===== config.mk =====
export PLATFORM = sky130hd
export DESIGN_NAME = axi4_lite_slave_regs
export DESIGN_NICKNAME = d
export VERILOG_FILES = /design/src/rtl/axi4_lite_slave_regs.sv
export SDC_FILE = /design/constraint.sdc
export NUM_CORES = 1
export LEC_CHECK = 0
export CORE_UTILIZATION = 60
export CTS_CLUSTER_SIZE = 12
export DETAILED_ROUTE_END_ITERATION = 7
export GPL_TIMING_DRIVEN = 1
export MAX_ROUTING_LAYER = met4
export PLACE_DENSITY_LB_ADDON = 0.08
export SYNTH_ARGS = -nofsm -noshare
export SYNTH_HDL_FRONTEND = slang
export SYNTH_SLANG_ARGS = --single-unit

===== constraint.sdc =====
create_clock -name ACLK -period 2.9 [get_ports ACLK]
set_input_delay 0.29 -clock ACLK [delete_from_list [all_inputs] [get_ports ACLK]]
set_output_delay 0.29 -clock ACLK [all_outputs]
set_load 0.05 [all_outputs]

===== src/rtl/axi4_lite_slave_regs.sv =====
// AXI4-Lite responder with a memory-mapped register file.
// Word 0 is a read-only ID register; words 1..NUM_REGS-1 are R/W with byte strobes.
module axi4_lite_slave_regs #(
    parameter int          NUM_REGS = 16,
    parameter logic [31:0] ID_VALUE = 32'h0A41_0001
) (
    input  logic        ACLK,
    input  logic        ARESETN,
    input  logic [31:0] AWADDR,
    input  logic        AWVALID,
    output logic        AWREADY,
    input  logic [31:0] WDATA,
    input  logic [3:0]  WSTRB,
    input  logic        WVALID,
    output logic        WREADY,
    output logic [1:0]  BRESP,
    output logic        BVALID,
    input  logic        BREADY,
    input  logic [31:0] ARADDR,
    input  logic        ARVALID,
    output logic        ARREADY,
    output logic [31:0] RDATA,
    output logic [1:0]  RRESP,
    output logic        RVALID,
    input  logic        RREADY
);

    localparam int          IDX_W       = $clog2(NUM_REGS);
    localparam logic [31:0] ADDR_LIMIT  = 32'(NUM_REGS * 4);
    localparam logic [1:0]  RESP_OKAY   = 2'b00;
    localparam logic [1:0]  RESP_SLVERR = 2'b10;

    typedef enum logic [1:0] {
        IDLE,
        ADDR,
        DATA,
        RESP
    } state_t;

    state_t      wstate_q, wstate_d;
    state_t      rstate_q, rstate_d;
    logic [31:0] awaddr_q, awaddr_d;
    logic [31:0] araddr_q, araddr_d;
    logic [1:0]  bresp_q, bresp_d;
    logic [1:0]  rresp_q, rresp_d;
    logic [31:0] rdata_q, rdata_d;
    logic [31:0] regs_q [NUM_REGS];
    logic [31:0] regs_d [NUM_REGS];

    logic [IDX_W-1:0] wrIdx;
    logic [IDX_W-1:0] rdIdx;
    logic             wrOk;
    logic             rdOk;

    function automatic logic addrLegal(input logic [31:0] addr);
        return (addr[1:0] == 2'b00) && (addr < ADDR_LIMIT);
    endfunction

    // Word 0 is the ID register, so it is never a legal write target.
    assign wrIdx = awaddr_q[2 +: IDX_W];
    assign rdIdx = araddr_q[2 +: IDX_W];
    assign wrOk  = addrLegal(awaddr_q) && (wrIdx != '0);
    assign rdOk  = addrLegal(araddr_q);

    assign AWREADY = (wstate_q == ADDR);
    assign WREADY  = (wstate_q == DATA);
    assign BVALID  = (wstate_q == RESP);
    assign BRESP   = bresp_q;
    assign ARREADY = (rstate_q == ADDR);
    assign RVALID  = (rstate_q == RESP);
    assign RDATA   = rdata_q;
    assign RRESP   = rresp_q;

    always_comb begin
        wstate_d = wstate_q;
        awaddr_d = awaddr_q;
        bresp_d  = bresp_q;
        regs_d   = regs_q;
        case (wstate_q)
            IDLE: begin
                if (AWVALID) begin
                    wstate_d = ADDR;
                end
            end
            ADDR: begin
                awaddr_d = AWADDR;
                wstate_d = DATA;
            end
            DATA: begin
                if (WVALID) begin
                    if (wrOk) begin
                        for (int b = 0; b < 4; b++) begin
                            if (WSTRB[b]) begin
                                regs_d[wrIdx][8*b +: 8] = WDATA[8*b +: 8];
                            end
                        end
                    end
                    bresp_d  = wrOk ? RESP_OKAY : RESP_SLVERR;
                    wstate_d = RESP;
                end
            end
            RESP: begin
                if (BREADY) begin
                    wstate_d = IDLE;
                end
            end
            default: wstate_d = IDLE;
        endcase
    end

    // The fetch samples regs_q, so a same-cycle write commit is not yet visible.
    always_comb begin
        rstate_d = rstate_q;
        araddr_d = araddr_q;
        rdata_d  = rdata_q;
        rresp_d  = rresp_q;
        case (rstate_q)
            IDLE: begin
                if (ARVALID) begin
                    rstate_d = ADDR;
                end
            end
            ADDR: begin
                araddr_d = ARADDR;
                rstate_d = DATA;
            end
            DATA: begin
                if (!rdOk) begin
                    rdata_d = '0;
                    rresp_d = RESP_SLVERR;
                end else begin
                    rdata_d = (rdIdx == '0) ? ID_VALUE : regs_q[rdIdx];
                    rresp_d = RESP_OKAY;
                end
                rstate_d = RESP;
            end
            RESP: begin
                if (RREADY) begin
                    rstate_d = IDLE;
                end
            end
            default: rstate_d = IDLE;
        endcase
    end

    always_ff @(posedge ACLK or negedge ARESETN) begin
        if (!ARESETN) begin
            wstate_q <= IDLE;
            rstate_q <= IDLE;
            awaddr_q <= '0;
            araddr_q <= '0;
            bresp_q  <= '0;
            rresp_q  <= '0;
            rdata_q  <= '0;
            for (int i = 0; i < NUM_REGS; i++) begin
                regs_q[i] <= '0;
            end
        end else begin
            wstate_q <= wstate_d;
            rstate_q <= rstate_d;
            awaddr_q <= awaddr_d;
            araddr_q <= araddr_d;
            bresp_q  <= bresp_d;
            rresp_q  <= rresp_d;
            rdata_q  <= rdata_d;
            regs_q   <= regs_d;
        end
    end

endmodule


Yosys cells after proc, flatten, opt, wreduce, memory -nomap -nowiden --
Index checks and enable logic that the tools add are counted.
Operators by class: equal/unequal tests 11, reduce and logical (&&, ||, !) cells 14, $lt $le $gt $ge 5, bitwise operators 2, muxes and demuxes 39
Operator list (count):
- $mux 512 | 13
- $bwmux 512 | 4
- $demux 32 s4 | 4
- $mux 32 | 5
- $bmux 32 s4 | 1
- $lt 32x7->1 const B | 2
- $mux 24 | 1
- $mux 16 | 1
- $pmux 2 s4 | 2
- $mux 2 | 7
- $ge 5x5->1 const B | 2
- $not 4->5 | 2
- $eq 2x2->1 const B | 4
- $logic_not 2->1 | 4
- $mux 8 | 1
- $ne 2x2->1 const B | 3
- $reduce_and 3->1 | 2
- $lt 5x1->1 const B | 1
- $eq 2x1->1 const B | 2
- $logic_and 1x1->1 | 4
- $logic_not 4->1 | 1
- $ne 2x1->1 const B | 2
- $reduce_and 2->1 | 2
- $reduce_bool 4->1 | 1
Word-level totals: bits of input ports 107, bits in registers 616, output and inout bits 41, word-level logic and storage cells 94

Logic depth before layout (Yosys ltp) --
word-level depth 22, gate-level depth with buffers 8, gate-level depth less buffers 6

Worst setup path after synthesis --
OpenSTA, ideal clock, no wires.
path kind flip-flop to flip-flop, from reg wstate_q[0], to reg regs_q[100] in the netlist's numbering, path slack 0.409 ns, buffers on the path 2, cell stages (with the launch flop) 8, period minus slack after synthesis 2.491 ns, setup time 0.125 ns, required time 2.775 ns, arrival time 2.367 ns, cell sequence dfrtp_1 inv_1 ha_1 nand3_1 clkbuf_2 buf_4 nor4_4 mux2_2
Between the ends: word-level cells in the longest chain between the ends 2
RTL lines:
- start: declaration | RTL line 40 | state_t wstate_q, wstate_d;
- start signal: assignment | RTL line 159 | wstate_q <= wstate_d;
- $eq 2x2->1
- via WREADY | RTL line 15 | output logic WREADY,
- $reduce_and 3->1 (no line)
- end signal: assignment | RTL line 166 | regs_q <= regs_d;
- end: declaration | RTL line 47 | logic [31:0] regs_q [NUM_REGS];
The timed path passes the listed nets, and every way through them passes these cells. A chain may end at the register's enable or synchronous reset.

Worst setup path in the final report --
from reg araddr_q[2], to reg rdata_q[9] (netlist: RDATA[9])
Between the ends: word-level cells in the longest chain between the ends 6, elaborated cells on any way between the ends 9, those cells by class order compare (1); mux (5); bitwise (1); reduce/logical (2)
RTL lines:
- start: declaration | RTL line 43 | logic [31:0] araddr_q, araddr_d;
- start signal: assignment | RTL line 162 | araddr_q <= araddr_d;
- branches (longest 5 deep; another with $lt 32x7->1)
- $mux 32 (*) | RTL line 128 | if (!rdOk) begin
- end signal: assignment | RTL line 165 | rdata_q <= rdata_d;
- end: declaration | RTL line 46 | logic [31:0] rdata_q, rdata_d;
Every way passes the cells marked *. The select of a mux whose other input is x is not followed.

==> impl_metrics.env <==
export IMPL_status="finished, final reports clean"
export IMPL_layout_nets=2262
export IMPL_area_growth_pct=18.0
export IMPL_worst_path_max_delay_cell="nor2b_2"
export IMPL_coreArea_mm2=0.0466
export IMPL_end_kind="flop"
export IMPL_cts_hold_buffers=1
export IMPL_drive_above_1_share_pct=40.6
export IMPL_rr_endpoint="RDATA[9]"
export IMPL_grt_pass1_vias=18495
export IMPL_critPathLaunchType="flop"
export IMPL_crit_fanout=13
export IMPL_ys_flop_type="dfrtp_1"
export IMPL_clk_latency_ns=0.59
export IMPL_power_density_mw_per_mm2=717
export IMPL_routed_wl_um=69800
export IMPL_num_rows=79
export IMPL_p_sw_w=0.00753
export IMPL_cts_setup_buffers=0
export IMPL_die_h_um=219
export IMPL_firstDrtPassIters=5
export IMPL_critical_path_top_delay_family="simple AND/OR/NAND/NOR gates"
export IMPL_finalHoldViolCount=0
export IMPL_fin_worst_skew_ns=0.0143
export IMPL_grt_usage_pct=31.1
export IMPL_post_place_cells=2685
export IMPL_drtAntennaViolNets=0
export IMPL_gr_total_overflow=0
export IMPL_cts_sinks=609
export IMPL_p_leak_nw=16.2
export IMPL_portBuffers=145
export IMPL_setup_slack_ns=0.261
export IMPL_htreeDepth=3
export IMPL_drv_cap=0
export IMPL_cp_required_ns=3.35
export IMPL_relSlewSlack_pct=20.4
export IMPL_crit_buf_inv=1
export IMPL_drt_initial_drc_count=1455
export IMPL_fin_setup_tns_ns=0
export IMPL_worst_pin_slew_ns=1.19
export IMPL_antenna_found_initial=0
export IMPL_crit_end="RDATA[9]"
export IMPL_slew_violations=0
export IMPL_io_pins=148
export IMPL_clockBufferDepth=3
export IMPL_worst_path_stages=5
export IMPL_utilization_pct=71.9
export IMPL_synth_distinct_cells=45
export IMPL_fmax_ghz=0.379
export IMPL_crit_chain="nor2b_2 -> buf_4 -> a22oi_1 -> a21boi_0 -> o32ai_1"
export IMPL_clkPwrFrac_pct=34.3
export IMPL_max_stage_delay_ns=0.92
export IMPL_rrSetupSlack_ns=0.26
export IMPL_cp_startpoint="araddr_q[2]"
export IMPL_pwr_share_seq_pct=39.4
export IMPL_grt_pass1_wl_um=110000
export IMPL_insertedDiodeCount=0
export IMPL_syn_inst=1963
export IMPL_syn_area_mm2=0.0284
export IMPL_final_setup_viol_count=0
export IMPL_arrival_ns=3.09
export IMPL_gp_congestion=0.792
export IMPL_cts_tree="yes"
export IMPL_cts_resized=0
export IMPL_rsz0062_at_grt="no"
export IMPL_clkTransAtPathRegs_ns=0.06
export IMPL_cts_inserted_buffers=66
export IMPL_p_comb_share_pct=26.3
export IMPL_period_needed_ns=2.64
export IMPL_final_cells=2795
export IMPL_drc=0
export IMPL_synth_edff_count=0
export IMPL_ff2ff_path_depth=5
export IMPL_fp_dieW_um=219
export IMPL_vias=17344
export IMPL_yosysWarnings=0
export IMPL_grt_max_degree=72
export IMPL_crit_type="flop to flop"
export IMPL_period_share_pct=91.0
export IMPL_swShare_pct=31.4
export IMPL_die_area_mm2=0.0481
export IMPL_async_flop_share_pct=100
export IMPL_wire_per_inst_um=25.0
export IMPL_postSynthAreaPerCell_um2=14.4
export IMPL_root_buffer="clkbuf_16"
export IMPL_initial_core_util_pct=60.9
export IMPL_vdd_drop_max_v=0.000595
export IMPL_ys_seq_area_share_pct=53.7
export IMPL_rr_startpoint="araddr_q[2]"
export IMPL_synth_seq_cells=609
export IMPL_preCtsSetupSlack_ns=0.348
export IMPL_totalPowerFinal_w=0.0240
export IMPL_viasPerCell=6.21
export IMPL_hpwlAfterDp_um=44800
export IMPL_hp_class="primary input to asynchronous set/reset pin"
export IMPL_internal_power_w=0.0165
## state kept, by name (all words and copies together) (netlist names)
| name | count |
|---|---|
| wstate_q | 2 |
| awaddr_q | 32 |
| BRESP | 1 |
| rstate_q | 2 |
| araddr_q | 32 |
| RDATA | 32 |
| regs_q | 507 |
| RRESP | 1 |
## kinds of logic after synthesis
kind of cell / synth area share [%]
multiplexers: 30.8
flip-flops: 53.7
AND/OR/NAND/NOR: 7.41
buffers and inverters: 3.15
AO/OA/AOI/OAI: 4.54
adder cells (fa/ha/maj): 0.353
other: 0.0132
## power groups by stage
stage	logic (W)	clock network, W	registers, W
after floorplan	0.00408	0	0.00937
after global placement	0.00619	0	0.00956
after detailed placement	0.00627	0	0.00959
after CTS	0.00629	0.00837	0.00944
after global routing	0.00665	0.00870	0.00951
final	0.00632	0.00824	0.00944
## Yosys cell counts, types with 8 or more instances
cell type	number	area share (%)
nand2_1	63	0.83
nor4_1	12	0.26
clkbuf_1	108	1.4
inv_1	32	0.42
o221ai_1	12	0.37
mux2i_1	179	6.3
nor3_1	22	0.39
mux2_2	544	22
o32ai_1	20	0.62
mux4_2	36	2.9
nand2b_1	14	0.31
a22oi_1	59	1.6
buf_4	9	0.24
buf_2	26	0.46
o22ai_1	35	0.77
buf_6	12	0.48
a21boi_0	15	0.40
dfrtp_1	609	54
nor2_1	9	0.12
ha_1	8	0.35
a31oi_1	12	0.26
nor4_4	60	4.5
## area by class of cell
cell class | count | area [um2]
Clock buffer | 102 | 2060
Clock inverter | 7 | 60.1
Fill cell | 3070 | 13100
Inverter | 32 | 120
Multi-Input combinational cell | 1159 | 12300
Sequential cell | 609 | 15200
Tap cell | 607 | 759
Timing Repair Buffer | 279 | 2960
## layout by cell type (no fill, tap or decap), types with 3 or more instances in the layout
master,count
buf_12,40
and4bb_2,6
mux4_2,36
mux2i_1,179
nand2_1,63
o22ai_1,35
nor4b_1,4
nor4_4,60
buf_4,95
and4b_1,4
a32oi_1,5
a21oi_1,7
nand2b_1,14
a31oi_1,12
clkbuf_1,17
o221ai_1,12
ha_1,7
inv_1,32
clkbuf_8,12
dfrtp_1,605
nor2b_1,4
clkdlybuf4s50_1,142
mux2_2,544
o21ai_0,7
clkinv_2,6
clkbuf_16,73
nor3_1,22
o32ai_1,20
a22oi_1,59
nor4_1,12
a21boi_0,15
nand4_1,3
nor2_1,8
## worst reg2reg max path, cell delays in order, from the launching register on
cell,delay (ns)
dfrtp_4,0.52
nor2b_2,0.92
buf_4,0.39
a22oi_1,0.10
a21boi_0,0.42
o32ai_1,0.15
## worst min path at each step
stage	startpoint	cells after the start	slack [ns]	endpoint
after CTS	AWADDR[10]	2	0.28	awaddr_q[10]
final	ARESETN	2	0.30	regs_q[153]
after detailed placement	ARESETN	1	0.34	regs_q[253]
after global placement	ARESETN	1	0.33	regs_q[253]
after floorplan	ARESETN	0	-0.006	BRESP[1]
after global routing	ARADDR[14]	2	0.29	araddr_q[14]
## through the flow
step / hold WS, ns / area [um2]
floorplan: -0.00559 / 28400
CTS: 0.279 / 33500
global route: 0.294 / 33500
detailed placement: 0.338 / 31300
finish: 0.302 / 33500
global placement: 0.330 / 31300
## layer usage
metal / wire length (um) / track usage [%] / vias to the layer above
met5: 0 / - / -
met4: 1270 / 7.41 / 0
met3: 3170 / 5.14 / 99
met2: 33700 / 48.0 / 381
met1: 31600 / 43.4 / 9235
li1: - / - / 7629
No activity file was read; power rests on OpenSTA's default activity.
